`config.mk`:
```
export PLATFORM = sky130hd
export DESIGN_NAME = lbuff_ret_module
export DESIGN_NICKNAME = d
export VERILOG_FILES = /design/src/rtl/lbuff_ret_module.sv
export SDC_FILE = /design/constraint.sdc
export NUM_CORES = 1
export LEC_CHECK = 0
export BUFFER_PORTS_ARGS = -buffer_cell sky130_fd_sc_hd__buf_2
export CAP_MARGIN = 20
export CORE_MARGIN = 2
export CORE_UTILIZATION = 47
export DETAILED_ROUTE_END_ITERATION = 16
export PLACE_DENSITY = 0.71
export SYNTH_ARGS = -nofsm -noshare
export SYNTH_HDL_FRONTEND = slang
export SYNTH_SLANG_ARGS = --single-unit
```
`constraint.sdc`:
```
create_clock -name clk -period 11 [get_ports clk]
set_clock_uncertainty 0.15 [all_clocks]
set_input_delay 0.55 -clock clk [delete_from_list [all_inputs] [get_ports clk]]
set_output_delay 0.55 -clock clk [all_outputs]
set_load 0.03 [all_outputs]
```
`src/rtl/lbuff_ret_module.sv`:
```
// rtl/lbuff_ret_module.sv - load-buffer retire tracker; returns up to 4 in-order committed IDs per cycle
// Optional stall counter output o_lbuff_ret_stall_cnt when LBUFF_RET_STAT_EN is defined.
module lbuff_ret_module #(
   parameter int LBUFF_ENTRIES = 32,
   parameter int LBUFF_ID_W    = 5,
   parameter int RET_W         = 4
) (
   input  logic                  clk,
   input  logic                  rst,
   input  logic                  i_csr_trap_flush,
   input  logic                  i_exu_ls_flush,
   input  logic                  i_exu_mis_flush,
   input  logic                  i_rob_mis_ld_vld,
   input  logic [LBUFF_ID_W-1:0] i_rob_mis_ld_id,
   input  logic [3:0]            i_lbuff_alloc_vld,
   input  logic [LBUFF_ID_W-1:0] i_lbuff_alloc_id,
   input  logic [3:0]            i_rob_cmt_ld_vld,
   input  logic [LBUFF_ID_W-1:0] i_rob_cmt_ld_id_0,
   input  logic [LBUFF_ID_W-1:0] i_rob_cmt_ld_id_1,
   input  logic [LBUFF_ID_W-1:0] i_rob_cmt_ld_id_2,
   input  logic [LBUFF_ID_W-1:0] i_rob_cmt_ld_id_3,
   output logic [RET_W-1:0]      o_dsp_ldq_ret_vld,
   output logic [LBUFF_ID_W-1:0] o_lbuff_ret_id,
   output logic [LBUFF_ID_W:0]   o_lbuff_occ
`ifdef LBUFF_RET_STAT_EN
   ,
   output logic [31:0]           o_lbuff_ret_stall_cnt
`endif
);

   localparam int SLOTS = 4;
   localparam int RN_W  = $clog2(RET_W + 1);

   typedef logic [LBUFF_ID_W-1:0] id_t;

   logic [LBUFF_ENTRIES-1:0] vld_q, vld_d, cmt_q, cmt_d;
   id_t                      head_q, head_d, tail_q, tail_d;
   logic [RET_W-1:0]         ret_vld_q, ret_vld_d;
   id_t                      ret_id_q;
   logic [LBUFF_ID_W:0]      occ_q, occ_d;

   logic [RN_W-1:0] ret_n;
   logic            ret_stop;
   id_t             cmt_id [SLOTS];
   id_t             alloc_slot [SLOTS];
   id_t             alloc_run;
   id_t             alloc_end;
   id_t             fl_len;
   id_t             fl_off;
   logic            part_flush;

   assign cmt_id[0]  = i_rob_cmt_ld_id_0;
   assign cmt_id[1]  = i_rob_cmt_ld_id_1;
   assign cmt_id[2]  = i_rob_cmt_ld_id_2;
   assign cmt_id[3]  = i_rob_cmt_ld_id_3;
   assign part_flush = (i_exu_ls_flush | i_exu_mis_flush) & i_rob_mis_ld_vld;
   assign fl_len     = tail_q - i_rob_mis_ld_id;

   // Retire window: consecutive valid+committed entries from head, stop at first miss.
   always_comb begin
      ret_n    = '0;
      ret_stop = 1'b0;
      for (int k = 0; k < RET_W; k++) begin
         if (!ret_stop && vld_q[head_q + id_t'(k)] && cmt_q[head_q + id_t'(k)])
            ret_n = ret_n + RN_W'(1);
         else
            ret_stop = 1'b1;
      end
   end

   always_comb begin
      alloc_run = i_lbuff_alloc_id;
      for (int k = 0; k < SLOTS; k++) begin
         alloc_slot[k] = alloc_run;
         alloc_run     = alloc_run + id_t'(i_lbuff_alloc_vld[k]);
      end
      alloc_end = alloc_run;
   end

   always_comb begin
      vld_d  = vld_q;
      cmt_d  = cmt_q;
      head_d = head_q + id_t'(ret_n);
      tail_d = tail_q;
      fl_off = '0;
      occ_d  = '0;
      for (int k = 0; k < RET_W; k++)
         ret_vld_d[k] = (RN_W'(k) < ret_n);

      for (int p = 0; p < SLOTS; p++)
         if (i_rob_cmt_ld_vld[p]) cmt_d[cmt_id[p]] = 1'b1;

      for (int k = 0; k < RET_W; k++) begin
         if (ret_vld_d[k]) begin
            vld_d[head_q + id_t'(k)] = 1'b0;
            cmt_d[head_q + id_t'(k)] = 1'b0;
         end
      end

      // Flushed entries are always younger than anything committing or retiring this cycle.
      if (part_flush) begin
         for (int i = 0; i < LBUFF_ENTRIES; i++) begin
            fl_off = id_t'(i) - i_rob_mis_ld_id;
            if (fl_off < fl_len) begin
               vld_d[i] = 1'b0;
               cmt_d[i] = 1'b0;
            end
         end
         tail_d = i_rob_mis_ld_id;
      end else begin
         for (int k = 0; k < SLOTS; k++) begin
            if (i_lbuff_alloc_vld[k]) begin
               vld_d[alloc_slot[k]] = 1'b1;
               cmt_d[alloc_slot[k]] = 1'b0;
            end
         end
         tail_d = alloc_end;
      end

      for (int i = 0; i < LBUFF_ENTRIES; i++)
         occ_d = occ_d + (LBUFF_ID_W+1)'(vld_d[i]);
   end

   always_ff @(posedge clk) begin
      if (rst || i_csr_trap_flush) begin
         vld_q     <= '0;
         cmt_q     <= '0;
         head_q    <= '0;
         tail_q    <= '0;
         ret_vld_q <= '0;
         ret_id_q  <= '0;
         occ_q     <= '0;
      end else begin
         vld_q     <= vld_d;
         cmt_q     <= cmt_d;
         head_q    <= head_d;
         tail_q    <= tail_d;
         ret_vld_q <= ret_vld_d;
         ret_id_q  <= head_q;
         occ_q     <= occ_d;
      end
   end

   assign o_dsp_ldq_ret_vld = ret_vld_q;
   assign o_lbuff_ret_id    = ret_id_q;
   assign o_lbuff_occ       = occ_q;

`ifdef LBUFF_RET_STAT_EN
   logic [31:0] stall_cnt_q;

   always_ff @(posedge clk) begin
      if (rst)
         stall_cnt_q <= '0;
      else if (vld_q[head_q] && !cmt_q[head_q] && (stall_cnt_q != '1))
         stall_cnt_q <= stall_cnt_q + 32'd1;
   end

   assign o_lbuff_ret_stall_cnt = stall_cnt_q;
`endif

   // Dispatch protocol checks: allocation must continue at the tail into free entries,
   // and commits may only target live entries.
   always @(posedge clk) begin
      if (!rst && !i_csr_trap_flush) begin
         for (int p = 0; p < SLOTS; p++)
            if (i_rob_cmt_ld_vld[p]) assert (vld_q[cmt_id[p]]);
         if (!part_flush && (|i_lbuff_alloc_vld)) begin
            assert (i_lbuff_alloc_id == tail_q);
            for (int k = 0; k < SLOTS; k++)
               if (i_lbuff_alloc_vld[k]) assert (!vld_q[alloc_slot[k]]);
         end
      end
   end

endmodule

```
==> metrics, run 1 <==
share of cells above drive strength 1 12.5%; R2R Path Start head_q[2]; top cells by area, synth dfxtp_1 15%, ha_1 11%, mux4_2 6.5%, nand2_1 4.6%, fa_1 4.3%; switching share of power between 40% and 50%; area of the multi-input gates just under 0.01 mm²; Async S/R FF share, synth 0%; result of the run complete, no violations; CORE AREA ~0.025 mm²; Die X 165 µm; post-cts repair resize count 0; Slew Viols, Final 0; worst path arrival time 10630 ps; Final setup viols 0; post-route ant nets 0; vias in the first global route 12400; Hold Path Class input pin to flip-flop; Worst path slowest cell nor3b_1; Area Growth Syn to Fin 8.50%; Clock Latency Late Sink approximately 370 ps; CTS Buf Count 9; Worst Tran Pin Value 1130 ps; Pre-Repair DR Iteration Count 10; die area 0.0271 mm²; Hold Crit Start i_rob_mis_ld_id[0]; clock share of power 26.9%; largest net degree at the start of global routing 46; setup_tns 0 ps; share of the synthesized area in the top cell type 14.7%; via count 13600; clk buf depth 2; NetSw between 500 and 600 µW; Yosys reg bits 89; # Post-CTS Setup Buffers 0; Crit path depth 37; Final Total Pwr approximately 1.2 mW; area leader, netlist dfxtp_1; hpwl dp 43.3 mm; CTS H-tree depth 3; CTS tree built; antenna violations before repair 0; unrepaired setup endpoints after global routing no; relative slew slack between 20% and 30%; post-route clock period utilization a little under 100%; Row Count 58; Total GRT Usage 40.1%; ANT cells 0; routed vias/inst approximately 7.1; CP max stage delay 730 ps; CP Max Fanout 18; nets 1759; grt ovf 0; R2R cell count 37; Top delay family on crit path adder cells; first-pass GRT wire length 80.9 mm; IO Count 59; Int Power 694 µW; Crit path buffers/inverters 9; critical path capture point type flip-flop; fmax between 0.09 and 0.1 GHz; Mapped Cells 1556; DIE HEIGHT 165 µm; R2R Setup Slk 440 ps; Seq/Total Area, Yosys 14.7%; worst path required time ~11000 ps; CTS clk-pin slew, worst paths 80 ps; post-route core utilization between 50% and 60%; post-route minimum period between 10000 and 15000 ps; maximum VDD drop around 75 µV; final worst setup slack 439 ps; Final Hold Fails 0; Avg Inst Size Synth 7.80 µm²; pre-CTS setup slack 567 ps; pwr/cell area 92.5 mW/mm²; critical path class flip-flop to flip-flop; Top FF cell, synth dfxtp_1; Routability Congestion approximately 1.1; fill count 2495; DRC 0; FF+latch area 0.00178 mm²; WHS Path Cells 3; Num Clock Sinks around 90; port buffer count 58; Routed WL between 50 and 60 mm; syn nets roughly 1700; register share of total power 27.9%; FF-to-FF End o_lbuff_occ[4]; worst hold endpoint tail_q[0]; clock root buffer clkbuf_16; Comb pwr share 45.3%; Initial Utilization 48.1%; P_leak 5.12 nW; max cap viols 0; Post-synth EDFFs 0; Synth cell types 89; initial DRC count 2158; yosys warns 0; Hold-fix buffers, CTS 0; Mapped Area 0.0121 mm²; CP startpoint kind flip-flop; WL/cell around 28 µm
-- cell usage after synthesis (9+ instances only) --
| library cell | count |
|---|---|
| xnor2_1 | 47 |
| clkbuf_1 | 52 |
| a22oi_1 | 24 |
| ha_1 | 104 |
| a31oi_1 | 15 |
| o31ai_1 | 10 |
| and3_1 | 36 |
| nand2_1 | 149 |
| buf_2 | 12 |
| nor3_1 | 42 |
| a41oi_1 | 14 |
| xor2_1 | 19 |
| o22ai_1 | 45 |
| a21oi_1 | 69 |
| a222oi_1 | 12 |
| a21o_1 | 35 |
| nand4_1 | 43 |
| inv_1 | 87 |
| nor3b_1 | 19 |
| o211ai_1 | 18 |
| or2_2 | 11 |
| buf_1 | 14 |
| a211oi_1 | 24 |
| nand3_1 | 94 |
| nor4_1 | 12 |
| dfxtp_1 | 89 |
| nor2_1 | 102 |
| nand3b_1 | 17 |
| a211o_1 | 30 |
| fa_1 | 26 |
| o21ai_0 | 53 |
| nor2b_1 | 9 |
| mux4_2 | 35 |
| and2_1 | 37 |
-- cells in the final DEF, fill, tap and decap left out, types with 15 or more instances in the layout --
cell / count
xnor2_1: 46
fa_1: 26
a211o_1: 30
and3_1: 36
and2_1: 37
nor3_1: 42
a21oi_1: 69
xor2_1: 18
nand4_1: 43
o22ai_1: 45
a21o_1: 35
ha_1: 104
a22oi_1: 24
dfxtp_1: 88
buf_2: 58
mux4_2: 35
nand3b_1: 17
nand2_1: 149
o211ai_1: 18
o21ai_0: 53
a31oi_1: 15
a211oi_1: 24
nor3b_1: 19
nand3_1: 94
inv_1: 87
nor2_1: 101
buf_4: 41
-- state kept, by name, summed over array words and instances (netlist names) --
name and cells:
tail_q 5, o_lbuff_ret_id 5, head_q 5, vld_q 32
cmt_q 32, o_dsp_ldq_ret_vld 4, o_lbuff_occ 6
-- how the worst max path moves through the flow --
stage	endpoint	startpoint	slack (ps)
after global placement	o_lbuff_occ[4]	head_q[0]	700
after CTS	o_lbuff_occ[4]	head_q[2]	540
final	o_lbuff_occ[4]	head_q[2]	440
after floorplan	o_lbuff_occ[4]	head_q[0]	590
after detailed placement	o_lbuff_occ[4]	head_q[2]	570
after global routing	o_lbuff_occ[4]	head_q[2]	5
-- worst register-to-register path: cells and delay by family, from the launching register on --
kind | cells | cell delay [ps]
adders and majority gates | 10 | 3990
and+or+nand+nor | 7 | 2360
xor gates and xnor gates | 2 | 280
AOI/OAI and AO/OA | 9 | 2150
buffers and inverters | 9 | 1000
DFF | 1 | 480
-- power by group through the flow --
stage | registers, mW | clock network, mW | logic, mW
final | 0.339 | 0.327 | 0.551
after global routing | 0.340 | 0.338 | 0.612
after CTS | 0.339 | 0.325 | 0.538
after detailed placement | 0.346 | 0 | 0.534
after global placement | 0.346 | 0 | 0.518
after floorplan | 0.349 | 0 | 0.355
-- area by class of cell --
cell class,instances,area share [%]
clock buffers,9,1.71
multi-input cells,1294,73.6
well taps,330,3.14
inverters,90,2.57
repair buffers,101,4.81
flip-flops and latches,89,13.5
clock inverters,7,0.618
-- layer usage --
layer / global-route usage, % / up-vias / part of all wire (%)
met4: 16.9 / 0 / 5.2
met5: 0 / - / 0
met2: 58.2 / 983 / 41
met1: 55.9 / 6478 / 42
li1: - / 5975 / -
met3: 10.9 / 192 / 12
-- through the flow --
step,hold slack [ps],cells,instance area [µm²]
2_1_floorplan,316,1556,12100
3_3_place_gp,343,1901,12800
3_5_place_dp,349,1901,12800
4_1_cts,334,1917,13100
5_1_grt,358,1920,13200
6_report,339,1920,13200
-- logic make-up after synthesis --
logic type | Yosys count | synth area share (%)
flops | 89 | 14.7
buf+inv | 173 | 5.66
xor+xnor | 67 | 4.90
simple gates | 621 | 26.7
mux | 42 | 7.09
compound gates | 434 | 26.0
fa+ha+maj | 130 | 15.0
Power figures use the tool's default switching activity.
==> run 2: changes to the inputs <==
--- a/config.mk
+++ b/config.mk
@@ -11,6 +11,7 @@
 export CORE_UTILIZATION = 47
 export DETAILED_ROUTE_END_ITERATION = 16
 export PLACE_DENSITY = 0.71
+export REMOVE_ABC_BUFFERS = 1
 export SYNTH_ARGS = -nofsm -noshare
 export SYNTH_HDL_FRONTEND = slang
 export SYNTH_SLANG_ARGS = --single-unit
==> constraint.sdc (replaced) <==
create_clock -name clk -period 11 [get_ports clk]
set_clock_uncertainty 0.15 [all_clocks]
set_input_delay 0 -clock clk [delete_from_list [all_inputs] [get_ports clk]]
set_output_delay 0 -clock clk [all_outputs]
set_load 0.03 [all_outputs]
==> metrics, run 2 (synthesis gave the netlist of run 1 again) <==
Slew Viols, Final 0; critical path class flip-flop to flip-flop; max cap viols 0; Area Growth Syn to Fin 9.12%; Final Hold Fails 0; placed cell area 0.0128 mm²; Routability Congestion 1.06; worst path required time 11100 ps; WL/cell 29.0 µm; Initial Utilization 48.1%; CP Max Fanout 16; clock share of power 27.3%; Routed WL 55.9 mm; WHS Path Cells 5; die area 0.0271 mm²; Int Power 695 µW; port buffer count 58; nets 1767; fmax 0.0951 GHz; critical path capture point type flip-flop; post-route ant nets 0; via count 13600; Die X 165 µm; Final Total Pwr 1.23 mW; Worst path slowest cell nor3_1; Comb pwr share between 40% and 50%; worst hold endpoint tail_q[3]; clock root buffer clkbuf_16; most common cell after layout, fill and taps aside nand2_1; fill count 2467; DRC 0; FF+latch area roughly 0.0018 mm²; CTS H-tree depth 3; pwr/cell area just over 90 mW/mm²; register share of total power between 20% and 30%; CORE AREA roughly 0.025 mm²; Worst Tran Pin Value 1020 ps; R2R Path Start head_q[2]; Num Clock Sinks 89; grt ovf 0; Hold Crit Start i_rob_mis_ld_vld; final worst setup slack 481 ps; worst path arrival time 10610 ps; Clock Latency Late Sink 370 ps; CTS Buf Count 9; ANT cells 0; Pre-Repair DR Iteration Count 7; R2R Setup Slk 480 ps; Final setup viols 0; Hold Path Class input pin to flip-flop; maximum VDD drop approximately 70 µV; vias in the first global route 12300; CTS tree built; share of cells above drive strength 1 between 10% and 20%; FF-to-FF End o_lbuff_occ[4]; area of the multi-input gates 0.00971 mm²; antenna violations before repair 1; routed vias/inst 7.07; first-pass GRT wire length 82.2 mm; post-route minimum period 10520 ps; clk buf depth 2; most frequent cells in the layout 149 x nand2_1, 103 x ha_1, 101 x nor2_1; Design Area, Final 0.0132 mm²; R2R cell count 36; post-route clock period utilization approximately 96%; Total GRT Usage between 40 and 50%; pre-CTS setup slack 528 ps; switching share of power around 43%; CP max stage delay 790 ps; hpwl dp 44.5 mm; NetSw between 500 and 600 µW; largest net degree at the start of global routing 51; IO Count 59; CP startpoint kind flip-flop; relative slew slack 31.8%; P_leak 5.17 nW; Row Count 58; result of the run complete, no violations; initial DRC count 2173; DIE HEIGHT 165 µm; CTS clk-pin slew, worst paths 80 ps
run 2: stage by stage:
step | TNS, ps | hold slack, ps | util (%) | std cells
3_5_place_dp | 0 | 154 | 50.7 | 1900
5_1_grt | -10.2 | 100 | 52.4 | 1928
4_1_cts | 0 | 79.7 | 52.2 | 1922
6_report | 0 | 78.3 | 52.4 | 1928
3_3_place_gp | 0 | 149 | 50.7 | 1900
2_1_floorplan | -1940 | -14.0 | - | 1473
run 2: power by group through the flow:
stage	Clock [mW]	Sequential [mW]	Combinational (mW)
after floorplan	0	0.349	0.348
after global placement	0	0.346	0.519
after detailed placement	0	0.346	0.537
after CTS	0.335	0.339	0.542
after global routing	0.348	0.340	0.609
final	0.335	0.339	0.554
run 2: cell type report:
class,instances,share of cell area (%)
Sequential cell,89,13.5
Clock buffer,9,1.70
Inverter,90,2.55
Tap cell,330,3.12
Clock inverter,7,0.595
Multi-Input combinational cell,1294,73.3
Timing Repair Buffer,109,5.26
run 2: worst max-delay path by stage:
stage,cells after the start,start,endpoint,slack [ps]
after floorplan,35,head_q[0],o_lbuff_occ[4],-550
after global placement,36,head_q[2],o_lbuff_occ[4],630
after detailed placement,36,head_q[2],o_lbuff_occ[4],530
after CTS,36,head_q[2],o_lbuff_occ[4],480
after global routing,36,head_q[2],o_lbuff_occ[4],-10
final,36,head_q[2],o_lbuff_occ[4],480
run 2: repair_timing:
item	in CTS	in global routing
setup endpoints to repair	0	3
hold buffers	6	0
setup buffers	0	0
endpoints found under the hold margin	5	0
resized for setup	0	4
run 2: worst max-delay path: cells and delay by family (launching register included):
| kind | cells | cell delay, ps |
|---|---|---|
| adder cells (fa/ha/maj) | 10 | 4170 |
| AO/OA/AOI/OAI | 11 | 2840 |
| AND/OR/NAND/NOR | 4 | 1340 |
| buffers and inverters | 9 | 1090 |
| flip-flops | 1 | 490 |
| XOR/XNOR | 2 | 300 |
run 2: metal layers:
layer / GRT usage, % / vias to the layer above / share of wire, %
met5: 0 / - / 0.023
met4: 15.2 / 2 / 4.5
met3: 11.3 / 145 / 13
met2: 59.9 / 973 / 41
met1: 58.6 / 6523 / 42
li1: - / 5988 / -
